==> config.mk <==
export PLATFORM = sky130hd
export DESIGN_NAME = prog_loader_uart_flat
export DESIGN_NICKNAME = d
export VERILOG_FILES = /design/src/rtl/prog_loader_uart_pkg.sv /design/src/rtl/prog_loader_uart_if.sv /design/src/rtl/prog_loader_uart_rx.sv /design/src/rtl/prog_loader_uart.sv /design/src/flat_wrapper.sv
export SDC_FILE = /design/constraint.sdc
export NUM_CORES = 1
export LEC_CHECK = 0
export BUFFER_PORTS_ARGS = -buffer_cell sky130_fd_sc_hd__buf_2
export CORE_AREA = 2 2 99 101
export DETAILED_ROUTE_END_ITERATION = 8
export DIE_AREA = 0 0 101 103
export PLACE_DENSITY = 0.7
export RECOVER_POWER = 50
export SYNTH_ARGS = -nofsm -noshare
export SYNTH_HDL_FRONTEND = slang
export SYNTH_SLANG_ARGS = --single-unit
==> constraint.sdc <==
create_clock -name clk -period 2.6 [get_ports clk]
set_input_delay 0.52 -clock clk [delete_from_list [all_inputs] [get_ports clk]]
set_output_delay 0.52 -clock clk [all_outputs]
set_load 0.005 [all_outputs]
==> src/rtl/prog_loader_uart_pkg.sv <==
// Shared definitions for the serial program loader: frame constants,
// loader/receiver state encodings and the frame-length decode helper.
package prog_loader_uart_pkg;

    localparam int         PROG_AW       = 8;
    localparam int         DATA_W        = 8;
    localparam logic [7:0] SYNC_BYTE_DEF = 8'hA5;

    typedef enum logic [2:0] {
        IDLE,
        LEN,
        DATA,
        CSUM,
        DONE
    } ld_state_e;

    typedef enum logic [1:0] {
        RX_IDLE,
        RX_START,
        RX_DATA,
        RX_STOP
    } rx_state_e;

    // A length byte of zero encodes a full 256-byte image.
    function automatic logic [8:0] frame_len(input logic [7:0] len_byte);
        return (len_byte == 8'd0) ? 9'd256 : {1'b0, len_byte};
    endfunction

endpackage

==> src/rtl/prog_loader_uart_if.sv <==
// Program BRAM port A write bus plus CPU control/status lines driven by the loader.
interface prog_loader_uart_if;
    import prog_loader_uart_pkg::*;

    logic               ram_we;
    logic [PROG_AW-1:0] ram_addr;
    logic [DATA_W-1:0]  ram_data;
    logic               cpu_hold;
    logic               load_ok;
    logic               load_err;

    modport master (
        output ram_we, ram_addr, ram_data, cpu_hold, load_ok, load_err
    );

    modport slave (
        input ram_we, ram_addr, ram_data, cpu_hold, load_ok, load_err
    );

endinterface

==> src/rtl/prog_loader_uart_rx.sv <==
// 8N1 UART byte receiver: 2-flop synchroniser, half-bit start re-check,
// mid-bit sampling LSB first, one-cycle byte_valid or frame_err at mid-stop-bit.
module uart_rx_byte
    import prog_loader_uart_pkg::*;
#(
    parameter int CLK_HZ = 50_000_000,
    parameter int BAUD   = 115200
) (
    input  logic       clk,
    input  logic       rst_n,
    input  logic       rx,
    output logic       byte_valid,
    output logic [7:0] rx_byte,
    output logic       frame_err
);

    localparam int             DIV       = CLK_HZ / BAUD;
    localparam int             HALF      = DIV / 2;
    localparam int             CW        = (DIV > 2) ? $clog2(DIV) : 2;
    localparam logic [CW-1:0]  DIV_LAST  = CW'(DIV - 1);
    localparam logic [CW-1:0]  HALF_LAST = CW'(HALF - 1);

    logic          rx_meta_q;
    logic          rx_sync_q;
    rx_state_e     st_q;
    logic [CW-1:0] cnt_q;
    logic [2:0]    bit_q;
    logic [7:0]    shift_q;
    logic          vld_q;
    logic          ferr_q;

    // Synchronise the line and walk start/data/stop bits on the bit-period counter.
    always_ff @(posedge clk) begin
        if (!rst_n) begin
            rx_meta_q <= 1'b1;
            rx_sync_q <= 1'b1;
            st_q      <= RX_IDLE;
            cnt_q     <= '0;
            bit_q     <= '0;
            vld_q     <= 1'b0;
            ferr_q    <= 1'b0;
        end else begin
            rx_meta_q <= rx;
            rx_sync_q <= rx_meta_q;
            vld_q     <= 1'b0;
            ferr_q    <= 1'b0;
            case (st_q)
                RX_IDLE: begin
                    if (!rx_sync_q) begin
                        st_q  <= RX_START;
                        cnt_q <= '0;
                    end
                end
                RX_START: begin
                    if (cnt_q == HALF_LAST) begin
                        // A line already high again at half-bit was a glitch.
                        cnt_q <= '0;
                        bit_q <= '0;
                        st_q  <= rx_sync_q ? RX_IDLE : RX_DATA;
                    end else begin
                        cnt_q <= cnt_q + CW'(1);
                    end
                end
                RX_DATA: begin
                    if (cnt_q == DIV_LAST) begin
                        cnt_q   <= '0;
                        shift_q <= {rx_sync_q, shift_q[7:1]};
                        bit_q   <= bit_q + 3'd1;
                        if (bit_q == 3'd7) begin
                            st_q <= RX_STOP;
                        end
                    end else begin
                        cnt_q <= cnt_q + CW'(1);
                    end
                end
                RX_STOP: begin
                    if (cnt_q == DIV_LAST) begin
                        cnt_q  <= '0;
                        st_q   <= RX_IDLE;
                        vld_q  <= rx_sync_q;
                        ferr_q <= !rx_sync_q;
                    end else begin
                        cnt_q <= cnt_q + CW'(1);
                    end
                end
                default: st_q <= RX_IDLE;
            endcase
        end
    end

    assign byte_valid = vld_q;
    assign rx_byte    = shift_q;
    assign frame_err  = ferr_q;

endmodule

==> src/rtl/prog_loader_uart.sv <==
// Serial bootloader: receives SYNC/LEN/data/CSUM frames over UART, writes the
// image into program BRAM from address 0 and releases the CPU on a good checksum.
module prog_loader_uart
    import prog_loader_uart_pkg::*;
#(
    parameter int         CLK_HZ      = 50_000_000,
    parameter int         BAUD        = 115200,
    parameter logic [7:0] SYNC_BYTE   = SYNC_BYTE_DEF,
    parameter int         TIMEOUT_CYC = 1_000_000
) (
    input  logic                clk,
    input  logic                rst_n,
    input  logic                uart_rx,
    prog_loader_uart_if.master  bram
);

    localparam int            TW       = $clog2(TIMEOUT_CYC + 1);
    localparam logic [TW-1:0] TMO_LAST = TW'(TIMEOUT_CYC - 1);

    logic               byte_valid;
    logic [7:0]         rx_byte;
    logic               frame_err;

    ld_state_e          state_q;
    logic [8:0]         cnt_q;
    logic [7:0]         csum_q;
    logic [TW-1:0]      tmr_q;
    logic               ram_we_q;
    logic [PROG_AW-1:0] ram_addr_q;
    logic [DATA_W-1:0]  ram_data_q;
    logic               cpu_hold_q;
    logic               load_ok_q;
    logic               load_err_q;
    logic               in_frame;

    uart_rx_byte #(
        .CLK_HZ (CLK_HZ),
        .BAUD   (BAUD)
    ) u_rx (
        .clk        (clk),
        .rst_n      (rst_n),
        .rx         (uart_rx),
        .byte_valid (byte_valid),
        .rx_byte    (rx_byte),
        .frame_err  (frame_err)
    );

    assign in_frame = (state_q == LEN) || (state_q == DATA) || (state_q == CSUM);

    // Loader FSM with byte counter, checksum, inter-byte timeout and registered BRAM/CPU outputs.
    always_ff @(posedge clk) begin
        if (!rst_n) begin
            state_q    <= IDLE;
            cnt_q      <= '0;
            csum_q     <= '0;
            tmr_q      <= '0;
            ram_we_q   <= 1'b0;
            ram_addr_q <= '0;
            ram_data_q <= '0;
            cpu_hold_q <= 1'b1;
            load_ok_q  <= 1'b0;
            load_err_q <= 1'b0;
        end else begin
            ram_we_q   <= 1'b0;
            load_err_q <= 1'b0;

            // Address advances in the cycle after each write strobe, so the
            // 256th write naturally wraps it back to zero.
            if (ram_we_q) begin
                ram_addr_q <= ram_addr_q + PROG_AW'(1);
            end

            if (in_frame && !byte_valid) begin
                tmr_q <= tmr_q + TW'(1);
            end else begin
                tmr_q <= '0;
            end

            case (state_q)
                IDLE: begin
                    if (byte_valid && rx_byte == SYNC_BYTE) begin
                        state_q <= LEN;
                    end
                end
                LEN: begin
                    if (byte_valid) begin
                        cnt_q      <= frame_len(rx_byte);
                        csum_q     <= '0;
                        ram_addr_q <= '0;
                        state_q    <= DATA;
                    end
                end
                DATA: begin
                    if (byte_valid) begin
                        ram_data_q <= rx_byte;
                        ram_we_q   <= 1'b1;
                        csum_q     <= csum_q + rx_byte;
                        cnt_q      <= cnt_q - 9'd1;
                        if (cnt_q == 9'd1) begin
                            state_q <= CSUM;
                        end
                    end
                end
                CSUM: begin
                    if (byte_valid) begin
                        if (rx_byte == csum_q) begin
                            state_q    <= DONE;
                            cpu_hold_q <= 1'b0;
                            load_ok_q  <= 1'b1;
                        end else begin
                            state_q    <= IDLE;
                            load_err_q <= 1'b1;
                        end
                    end
                end
                DONE: begin
                    if (byte_valid && rx_byte == SYNC_BYTE) begin
                        state_q    <= LEN;
                        cpu_hold_q <= 1'b1;
                        load_ok_q  <= 1'b0;
                    end
                end
                default: state_q <= IDLE;
            endcase

            // Abort on framing error or inter-byte timeout; a byte arriving on
            // the expiry cycle takes precedence and restarts the timer.
            if (in_frame && !byte_valid && (frame_err || tmr_q == TMO_LAST)) begin
                state_q    <= IDLE;
                load_err_q <= 1'b1;
            end
        end
    end

    assign bram.ram_we   = ram_we_q;
    assign bram.ram_addr = ram_addr_q;
    assign bram.ram_data = ram_data_q;
    assign bram.cpu_hold = cpu_hold_q;
    assign bram.load_ok  = load_ok_q;
    assign bram.load_err = load_err_q;

endmodule

==> src/flat_wrapper.sv <==
// flat-port wrapper written by rule: the top's interface ports become plain ports
module prog_loader_uart_flat import prog_loader_uart_pkg::*;
#(
    parameter int         CLK_HZ      = 50_000_000,
    parameter int         BAUD        = 115200,
    parameter logic [7:0] SYNC_BYTE   = SYNC_BYTE_DEF,
    parameter int         TIMEOUT_CYC = 1_000_000
)
  (clk, rst_n, uart_rx, bram_ram_we, bram_ram_addr, bram_ram_data, bram_cpu_hold, bram_load_ok, bram_load_err);
  prog_loader_uart_if bram_i ();
  input  logic clk;
  input  logic rst_n;
  input  logic uart_rx;
  output wire logic [$bits(bram_i.ram_we)-1:0] bram_ram_we;
  output wire logic [$bits(bram_i.ram_addr)-1:0] bram_ram_addr;
  output wire logic [$bits(bram_i.ram_data)-1:0] bram_ram_data;
  output wire logic [$bits(bram_i.cpu_hold)-1:0] bram_cpu_hold;
  output wire logic [$bits(bram_i.load_ok)-1:0] bram_load_ok;
  output wire logic [$bits(bram_i.load_err)-1:0] bram_load_err;
  assign bram_ram_we = bram_i.ram_we;
  assign bram_ram_addr = bram_i.ram_addr;
  assign bram_ram_data = bram_i.ram_data;
  assign bram_cpu_hold = bram_i.cpu_hold;
  assign bram_load_ok = bram_i.load_ok;
  assign bram_load_err = bram_i.load_err;
  prog_loader_uart #(.CLK_HZ(CLK_HZ), .BAUD(BAUD), .SYNC_BYTE(SYNC_BYTE), .TIMEOUT_CYC(TIMEOUT_CYC)) u_core (.clk(clk), .rst_n(rst_n), .uart_rx(uart_rx), .bram(bram_i));
endmodule
==> flow_metrics.env, run 1 <==
export IMPL_status="finished, final reports clean"
export IMPL_period_needed_ps=2208
export IMPL_start_util=0.4384
export IMPL_rows=36
export IMPL_r2r_start="u_core.state_q[1]"
export IMPL_place_congestion=0.8972
export IMPL_ys_flop_type="dfxtp_1"
export IMPL_post_cts_resize_count=0
export IMPL_synthArstFlopShare=0
export IMPL_clk_latency_ps=350
export IMPL_ir_drop_uv=260.5
export IMPL_share_seq_of_total_power=0.549
export IMPL_synth_largest_area_cell="dfxtp_1"
export IMPL_area_delta_synth_final_pct=9.777
export IMPL_dieWidth_um=101
export IMPL_cp_arrival_ps=2490
export IMPL_stdcell_area_um2=4552
export IMPL_cp_max_fo=9
export IMPL_setup_tns_final_ps=0
export IMPL_clock_sinks=86
export IMPL_syn_cell_area_um2=4146
export IMPL_cpMaxStageDelayCell="nor3b_1"
export IMPL_grt_start_max_net_pins=20
export IMPL_gr_usage_all_layers=0.1767
export IMPL_slew_violations=0
export IMPL_avgViaCountPerCell=5.507
export IMPL_hold_buffers=0
export IMPL_htreeDepth=3
export IMPL_ff2ff_path_depth=5
export IMPL_detail_route_antenna_nets=0
export IMPL_hold_class="in -> reg"
export IMPL_clockBufferDepth=2
export IMPL_nets=516
export IMPL_coreArea_um2=9459
export IMPL_fmax_mhz=452.9
export IMPL_die_height_um=103
export IMPL_placed_cells=599
export IMPL_synth_top_area_share=0.3766
export IMPL_p_sw_w=0.0005084
export IMPL_ios=23
export IMPL_synth_nets=494
export IMPL_min_path_cells=2
export IMPL_grt_pass1_vias=3241
export IMPL_fin_crit_sh=0.8493
export IMPL_place_ws_ps=491.3
export IMPL_finalSetupViolCount=0
export IMPL_finClkSkew_ps=6.129
export IMPL_initialDrtViolationCount=172
export IMPL_via_count=3381
export IMPL_holdPathEnd="u_core.u_rx.rx_meta_q"
export IMPL_avgSynthCellArea_um2=8.748
export IMPL_combPwrFrac=0.014
export IMPL_post_drt_wl_per_cell_um=13.92
export IMPL_maxCapViolCount=0
export IMPL_drive_above_1_share=0.07200
export IMPL_hpwlAfterDp_um=6044
export IMPL_synthCells=474
export IMPL_diodes=0
export IMPL_drtPass1Iterations=4
export IMPL_p_int_w=0.001931
export IMPL_grt_pass1_wl_um=14700
export IMPL_critPathMaxStageDelay_ps=850
export IMPL_ys_seq_area_frac=0.4345
export IMPL_synth_common_cells="dfxtp_1 (78), nor2_1 (57), nand2_1 (51)"
export IMPL_reg2reg_setup_slack_ps=390
export IMPL_drt_total_wl_um=8546
export IMPL_tightestPinTransition_ps=1008
export IMPL_ys_seq_elements=86
export IMPL_worstSetupEndpointType="register"
export IMPL_synth_most_common_cell="dfxtp_1"
export IMPL_die_area_um2=10400
export IMPL_grt_setup_unrepaired="no"
export IMPL_grt_overflow_total=0
export IMPL_p_leak_nw=1.657
export IMPL_worst_ep_required_time_ps=2880
export IMPL_slew_headroom=0.3268
export IMPL_root_buffer="clkbuf_8"
export IMPL_path_delay_family="simple AND/OR/NAND/NOR gates"
export IMPL_portBuffers=22
export IMPL_p_clk_frac=0.437
export IMPL_synthTopCellsByArea="dfxtp_1 (38%), edfxtp_1 (5.8%), nor2_1 (5.2%), ha_1 (4.8%), nand2_1 (4.6%)"
export IMPL_cts_tree="done"
export IMPL_layout_setup_ws_ps=391.8
export IMPL_clk_pin_slew_ps=90
export IMPL_drc=0
export IMPL_critPathKind="reg -> reg"
export IMPL_hold_viol_final=0
export IMPL_critical_path_cell_chain="nor3b_1 > nand2_1 > nor2_1 > a31oi_1 > a21oi_1"
export IMPL_instances_no_fill=614
export IMPL_worstSetupStartpointType="register"
export IMPL_cts_setup_buffers=0
export IMPL_hp_start="uart_rx"
export IMPL_ys_warn_count=0
export IMPL_reg2reg_to="u_core.cnt_q[0]"
export IMPL_cts_made_buffers=9
export IMPL_ys_types=63
export IMPL_crit_buf_inv=0
export IMPL_antenna_found_initial=0
export IMPL_power_density_nw_per_um2=535.9
export IMPL_synth_edf_count=8
export IMPL_p_sw_frac=0.2084
export IMPL_dpl_cell_area_um2=4373
export IMPL_whs_ps=339.8
## state kept, by name (all words and copies together) (netlist names), named ones only
name / flops
u_core.cnt_q: 9
u_core.u_rx.byte_valid: 1
u_core.u_rx.rx_sync_q: 1
u_core.csum_q: 8
u_core.bram.ram_data: 8
u_core.tmr_q: 20
u_core.bram.load_ok: 1
u_core.bram.cpu_hold: 1
u_core.bram.ram_addr: 8
u_core.state_q: 3
u_core.u_rx.frame_err: 1
u_core.u_rx.cnt_q: 9
u_core.bram.load_err: 1
u_core.u_rx.st_q: 1
u_core.u_rx.bit_q: 3
u_core.bram.ram_we: 1
u_core.u_rx.rx_meta_q: 1
u_core.u_rx.rx_byte: 8
## worst max path at each step
stage / from / to / slack (ps) / depth (start not counted)
6_report: u_core.state_q[1] / u_core.cnt_q[0] / 390 / 5
5_1_grt: u_core.state_q[1] / u_core.csum_q[7] / 210 / 5
2_1_floorplan: rst_n / u_core.u_rx.rx_byte[0] / 180 / 4
3_5_place_dp: u_core.u_rx.rx_byte[0] / u_core.csum_q[6] / 490 / 7
3_3_place_gp: u_core.u_rx.rx_byte[0] / u_core.csum_q[6] / 550 / 7
4_1_cts: u_core.u_rx.rx_byte[0] / u_core.csum_q[6] / 500 / 7
## routing by layer
metal | share of wire | vias up | GRT usage
met3 | 0.033 | 15 | 0.03186
met5 | 0 | - | 0
li1 | - | 1743 | -
met1 | 0.48 | 1566 | 0.2202
met2 | 0.46 | 57 | 0.2949
met4 | 0.021 | 0 | 0.08940
## placed cells by master, fill, tap and decap left out, types with 4 or more instances in the layout
master,Yosys,final
o21ai_1,6,5
xnor2_1,15,15
clkbuf_1,7,14
clkbuf_8,0,10
nor2_1,57,57
nand2_1,51,51
a31oi_1,5,5
a21oi_1,35,35
buf_2,7,12
nand4_1,11,11
inv_1,16,16
a22o_1,10,10
xor2_1,14,14
nor3_1,14,15
nor4_1,6,6
o21ai_0,19,20
or3_1,6,6
dfxtp_1,78,78
nand3_1,16,16
and4_1,4,4
and2_1,5,4
edfxtp_1,8,8
nand2b_1,5,5
a21o_1,4,4
a211oi_1,4,4
and3_1,8,8
ha_1,16,16
## cell type report
class | instances | area, µm²
flip-flops and latches | 86 | 1802
well taps | 114 | 142.6
repair buffers | 27 | 120.1
clock buffers | 12 | 187.7
multi-input cells | 356 | 2192
fillers | 924 | 4907
inverters | 16 | 60.06
clock inverters | 3 | 47.55
## power by group through the flow
stage | Sequential, W | Combinational, W | Clock (W)
2_1_floorplan | 0.00137 | 0.0000265 | 0
3_3_place_gp | 0.00137 | 0.0000359 | 0
3_5_place_dp | 0.00137 | 0.0000367 | 0
4_1_cts | 0.00134 | 0.0000365 | 0.00110
5_1_grt | 0.00134 | 0.0000386 | 0.00115
6_report | 0.00134 | 0.0000341 | 0.00107
## stage by stage
step | power (W) | util
after floorplan | 0.001395 | -
after global placement | 0.001407 | 0.4623
after detailed placement | 0.001408 | 0.4623
after CTS | 0.002474 | 0.4872
after global routing | 0.002528 | 0.4812
final | 0.002439 | 0.4812
## cell families (layout without fill, tap and decap cells)
group,after synthesis,after routing,synth area share
xor+xnor,29,29,0.06126
flops,86,86,0.4345
compound gates,102,102,0.1560
fa+ha+maj,17,17,0.05311
simple gates,206,206,0.2589
buf+inv,32,58,0.03138
mux,2,2,0.004828
Power figures use the tool's default switching activity.
==> run 2, diff against run 1 <==
- PLACE_DENSITY: 0.7 -> 0.73
- clock period: 2.6 -> 2 ns (I/O delays scaled with it)
==> run 2 against run 1 <==
Effect of this change: critical path depth up 1; via count up 4.1%; highest routed layer unchanged; cell count up 2.8%; die area unchanged; critical path type unchanged.
==> flow_metrics.env, run 2 (synthesis gave the netlist of run 1 again) <==
export IMPL_cp_arrival_ps=2170
export IMPL_initialDrtViolationCount=166
export IMPL_maxCapViolCount=0
export IMPL_worstSetupStartpointType="register"
export IMPL_clock_sinks=86
export IMPL_rows=36
export IMPL_holdPathEnd="u_core.u_rx.rx_meta_q"
export IMPL_tightestPinTransition_ps=578.1
export IMPL_slew_headroom=0.6125
export IMPL_ir_drop_uv=475.1
export IMPL_power_total_w=0.002936
export IMPL_p_clk_frac=0.391
export IMPL_ios=23
export IMPL_p_int_w=0.002307
export IMPL_root_buffer="clkbuf_8"
export IMPL_path_delay_family="compound AO/OA/AOI/OAI gates"
export IMPL_reg2reg_to="u_core.csum_q[7]"
export IMPL_htreeDepth=3
export IMPL_nets=533
export IMPL_grt_pass1_wl_um=14590
export IMPL_final_cell_mix="dfxtp_1 (78), nor2_1 (57), nand2_1 (51)"
export IMPL_r2r_start="u_core.u_rx.rx_byte[3]"
export IMPL_diodes=0
export IMPL_p_sw_frac=0.2141
export IMPL_fmax_mhz=521.0
export IMPL_drc=0
export IMPL_fin_crit_sh=0.9596
export IMPL_critical_path_cell_chain="ha_1 > o211a_1 > nand2_1 > a221o_1 > and4b_1 > a211o_1"
export IMPL_area_delta_synth_final_pct=12.52
export IMPL_hold_buffers=0
export IMPL_antenna_found_initial=0
export IMPL_worst_ep_required_time_ps=2250
export IMPL_via_count=3519
export IMPL_combPwrFrac=0.016
export IMPL_layout_commonest_cell="dfxtp_1"
export IMPL_setup_tns_final_ps=0
export IMPL_share_seq_of_total_power=0.593
export IMPL_cts_tree="done"
export IMPL_cts_made_buffers=9
export IMPL_post_drt_wl_per_cell_um=14.11
export IMPL_slew_violations=0
export IMPL_avgViaCountPerCell=5.577
export IMPL_dieWidth_um=101
export IMPL_place_congestion=0.8544
export IMPL_period_needed_ps=1919
export IMPL_largest_register="u_core.tmr_q"
export IMPL_critPathMaxStageDelay_ps=410
export IMPL_top_regs="u_core.tmr_q: 20 flops, u_core.cnt_q: 9 flops, u_core.u_rx.cnt_q: 9 flops"
export IMPL_startpoint="u_core.u_rx.rx_byte[3]"
export IMPL_hpwlAfterDp_um=6302
export IMPL_clockBufferDepth=2
export IMPL_power_density_nw_per_um2=629.2
export IMPL_die_area_um2=10400
export IMPL_hold_class="in -> reg"
export IMPL_finalSetupViolCount=0
export IMPL_largest_reg_flops=20
export IMPL_drive_above_1_share=0.1103
export IMPL_hold_viol_final=0
export IMPL_start_util=0.4384
export IMPL_grt_pass1_vias=3192
export IMPL_die_height_um=103
export IMPL_p_leak_nw=1.704
export IMPL_cp_max_fo=4
export IMPL_crit_buf_inv=0
export IMPL_clk_latency_ps=360
export IMPL_cpMaxStageDelayCell="ha_1"
export IMPL_gr_usage_all_layers=0.1781
export IMPL_p_sw_w=0.0006287
export IMPL_detail_route_antenna_nets=0
export IMPL_grt_start_max_net_pins=20
export IMPL_cts_setup_buffers=0
export IMPL_portBuffers=22
export IMPL_coreArea_um2=9459
export IMPL_min_path_cells=2
export IMPL_clk_pin_slew_ps=80
export IMPL_finClkSkew_ps=8.649
export IMPL_drt_total_wl_um=8906
export IMPL_drtPass1Iterations=4
export IMPL_critPathKind="reg -> reg"
export IMPL_grt_setup_unrepaired="no"
export IMPL_fillCellCount=893
export IMPL_grt_overflow_total=0
export IMPL_status="finished, final reports clean"
export IMPL_hp_start="uart_rx"
export IMPL_worstSetupEndpointType="register"
export IMPL_ff2ff_path_depth=6
export IMPL_reg2reg_setup_slack_ps=80
-- run 2: cell type report --
class                           count  area [µm²]  area share
Clock buffer                       13       170.2     0.03647
Clock inverter                      2       13.76    0.002950
Inverter                           16       60.06     0.01287
Multi-Input combinational cell    356        2242      0.4806
Sequential cell                    86        1802      0.3862
Tap cell                          114       142.6     0.03057
Timing Repair Buffer               44       235.2     0.05042
-- run 2: layer usage --
metal / GRT usage / up-vias / wire, µm
met4: 0.08212 / 0 / 164
met3: 0.03458 / 15 / 411
met5: 0 / - / 0
met2: 0.2933 / 89 / 4293
met1: 0.2271 / 1648 / 4036
li1: - / 1767 / -
-- run 2: power groups by stage --
| stage | sequential, W | combinational (W) | clock, W |
|---|---|---|---|
| 2_1_floorplan | 0.00178 | 0.0000346 | 0 |
| 3_3_place_gp | 0.00178 | 0.0000470 | 0 |
| 3_5_place_dp | 0.00178 | 0.0000481 | 0 |
| 4_1_cts | 0.00174 | 0.0000483 | 0.00118 |
| 5_1_grt | 0.00174 | 0.0000527 | 0.00125 |
| 6_report | 0.00174 | 0.0000470 | 0.00115 |
-- run 2: worst max path at each step --
stage,depth (start not counted),to,slack (ps)
floorplan,7,u_core.csum_q[6],30
global placement,7,u_core.csum_q[6],70
detailed placement,7,u_core.csum_q[6],7
CTS,6,u_core.bram.cpu_hold,20
global route,6,u_core.u_rx.cnt_q[4],9
finish,6,u_core.csum_q[7],80
-- run 2: per-stage QoR --
step	hold WS, ps	cell area, µm²	utilization	instances	setup WS (ps)
2_1_floorplan	386.3	4153	-	474	33.55
3_5_place_dp	391.8	4501	0.4758	616	7.490
4_1_cts	214.4	4688	0.4956	631	17.62
6_report	228.9	4666	0.4933	631	80.70
3_3_place_gp	401.7	4501	0.4758	616	67.51
5_1_grt	220.3	4666	0.4933	631	8.615
-- run 2: timing repair --
item	4_1_cts	5_1_grt
endpoints found under the setup margin	1	4
resized for setup	1	5
endpoints found under the hold margin	0	0
==> run 3, diff against run 2 <==
- CORE_AREA: 2 2 99 101 -> 5 5 88 122
- DIE_AREA: 0 0 101 103 -> 0 0 93 127
- PLACE_DENSITY: 0.73 -> 0.72
- REMOVE_ABC_BUFFERS: not set -> 1
==> run 3 against run 2 <==
Effect of this change: sequential cell count stayed put; sequential power hardly changed; fmax is 0.10% higher; register-to-register slack hardly changed.
==> flow_metrics.env, run 3 (synthesis gave the netlist of run 1 again) <==
export IMPL_tightestPinTransition_ps=517.3
export IMPL_htreeDepth=3
export IMPL_ios=23
export IMPL_multi_input_area_um2=2242
export IMPL_clock_sinks=86
export IMPL_min_path_cells=2
export IMPL_fin_crit_sh=0.9587
export IMPL_power_density_nw_per_um2=706.1
export IMPL_post_drt_wl_per_cell_um=14.83
export IMPL_root_buffer="clkbuf_16"
export IMPL_diodes=0
export IMPL_gr_usage_all_layers=0.1651
export IMPL_fillCellCount=907
export IMPL_clockBufferDepth=2
export IMPL_cts_tree="done"
export IMPL_p_int_w=0.002707
export IMPL_worstSetupStartpointType="register"
export IMPL_ff2ff_path_depth=6
export IMPL_period_needed_ps=1917
export IMPL_largest_reg_flops=20
export IMPL_final_cell_mix="dfxtp_1 (78), nor2_1 (57), nand2_1 (51)"
export IMPL_drtPass1Iterations=5
export IMPL_combPwrFrac=0.015
export IMPL_cp_max_fo=3
export IMPL_via_count=3558
export IMPL_whs_ps=245.8
export IMPL_slew_violations=0
export IMPL_initialDrtViolationCount=198
export IMPL_antenna_found_initial=0
export IMPL_power_total_w=0.003356
export IMPL_critPathKind="reg -> reg"
export IMPL_hpwlAfterDp_um=6558
export IMPL_ir_drop_uv=533.4
export IMPL_slew_headroom=0.6547
export IMPL_grt_overflow_total=0
export IMPL_clk_latency_ps=340
export IMPL_nets=534
export IMPL_die_area_um2=11810
export IMPL_holdPathEnd="u_core.u_rx.rx_meta_q"
export IMPL_finalSetupViolCount=0
export IMPL_maxCapViolCount=0
export IMPL_portBuffers=22
export IMPL_share_seq_of_total_power=0.520
export IMPL_r2r_start="u_core.u_rx.rx_byte[1]"
export IMPL_p_leak_nw=1.758
export IMPL_seqCellArea_um2=1802
export IMPL_p_sw_frac=0.1934
export IMPL_start_util=0.4384
export IMPL_grt_pass1_wl_um=15810
export IMPL_reg2reg_setup_slack_ps=80
export IMPL_area_delta_synth_final_pct=14.60
export IMPL_reg2reg_to="u_core.csum_q[7]"
export IMPL_clk_pin_slew_ps=60
export IMPL_cp_arrival_ps=2140
export IMPL_avgViaCountPerCell=5.675
export IMPL_die_height_um=127
export IMPL_hp_start="uart_rx"
export IMPL_grt_setup_unrepaired="no"
export IMPL_p_sw_w=0.0006488
export IMPL_status="finished, final reports clean"
export IMPL_drc=0
export IMPL_fmax_mhz=521.5
export IMPL_cts_made_buffers=9
export IMPL_grt_start_max_net_pins=20
export IMPL_coreArea_um2=9459
export IMPL_hold_viol_final=0
export IMPL_top_regs="u_core.tmr_q: 20 flops, u_core.cnt_q: 9 flops, u_core.u_rx.cnt_q: 9 flops"
export IMPL_hold_class="in -> reg"
export IMPL_drt_total_wl_um=9298
export IMPL_rows=42
export IMPL_place_congestion=0.8321
export IMPL_layout_commonest_cell="dfxtp_1"
export IMPL_drive_above_1_share=0.1025
export IMPL_detail_route_antenna_nets=0
export IMPL_largest_register="u_core.tmr_q"
export IMPL_worstSetupEndpointType="register"
export IMPL_p_clk_frac=0.465
export IMPL_grt_pass1_vias=3475
export IMPL_worst_ep_required_time_ps=2220
export IMPL_finClkSkew_ps=4.682
export IMPL_dieWidth_um=93
-- run 3: routing by layer --
metal | up-vias | GRT usage | wire, µm
met5 | - | 0 | 0
met4 | 0 | 0.06126 | 180
met3 | 16 | 0.04529 | 259
met2 | 58 | 0.2978 | 4854
met1 | 1714 | 0.1831 | 4004
li1 | 1770 | - | -
-- run 3: through the flow --
step / setup WS, ps / util / std cells / TNS, ps / cell area, µm²
after floorplan: -261.4 / - / 458 / -2328 / 4076
after global placement: 50.69 / 0.4753 / 612 / 0 / 4496
after detailed placement: 10.00 / 0.4753 / 612 / 0 / 4496
after CTS: 36.79 / 0.5050 / 626 / 0 / 4777
after global routing: 10.43 / 0.5024 / 627 / 0 / 4752
final: 82.63 / 0.5024 / 627 / 0 / 4752
-- run 3: critical path, cell delays in order (launching register included) --
cell      delay [ps]
edfxtp_1         390
ha_1             320
a211o_1          300
a211oi_1         240
o211ai_1         120
and4b_1          200
a211o_1          230
-- run 3: power by group through the flow --
stage           logic, W  clock network [W]  registers (W)
2_1_floorplan  0.0000266                  0        0.00178
3_3_place_gp   0.0000484                  0        0.00178
3_5_place_dp   0.0000495                  0        0.00178
4_1_cts        0.0000497            0.00161        0.00174
5_1_grt        0.0000547            0.00168        0.00174
6_report       0.0000491            0.00156        0.00174
-- run 3: worst max path at each step --
stage                      startpoint  slack, ps                      to
6_report       u_core.u_rx.rx_byte[1]         80        u_core.csum_q[7]
5_1_grt          u_core.u_rx.cnt_q[0]         10    u_core.u_rx.cnt_q[6]
4_1_cts        u_core.u_rx.rx_byte[1]         40        u_core.csum_q[7]
3_5_place_dp   u_core.u_rx.rx_byte[0]         10        u_core.csum_q[6]
3_3_place_gp   u_core.u_rx.rx_byte[0]         50        u_core.csum_q[6]
2_1_floorplan                register       -260  u_core.u_rx.rx_byte[0]
-- run 3: repair_timing --
item / 4_1_cts / 5_1_grt
resized for setup: 2 / 2
pin swaps: 0 / 1
buffers inserted: 0 / 1
endpoints found under the setup margin: 2 / 3
hold buffers: 0 / 0
-- run 3: cell type report --
type                            instances  share of cell area
Multi-Input combinational cell        356              0.4718
Clock buffer                           12             0.04976
Inverter                               16             0.01264
Tap cell                              110             0.02896
Timing Repair Buffer                   45             0.05029
Sequential cell                        86              0.3791
Clock inverter                          2            0.007372
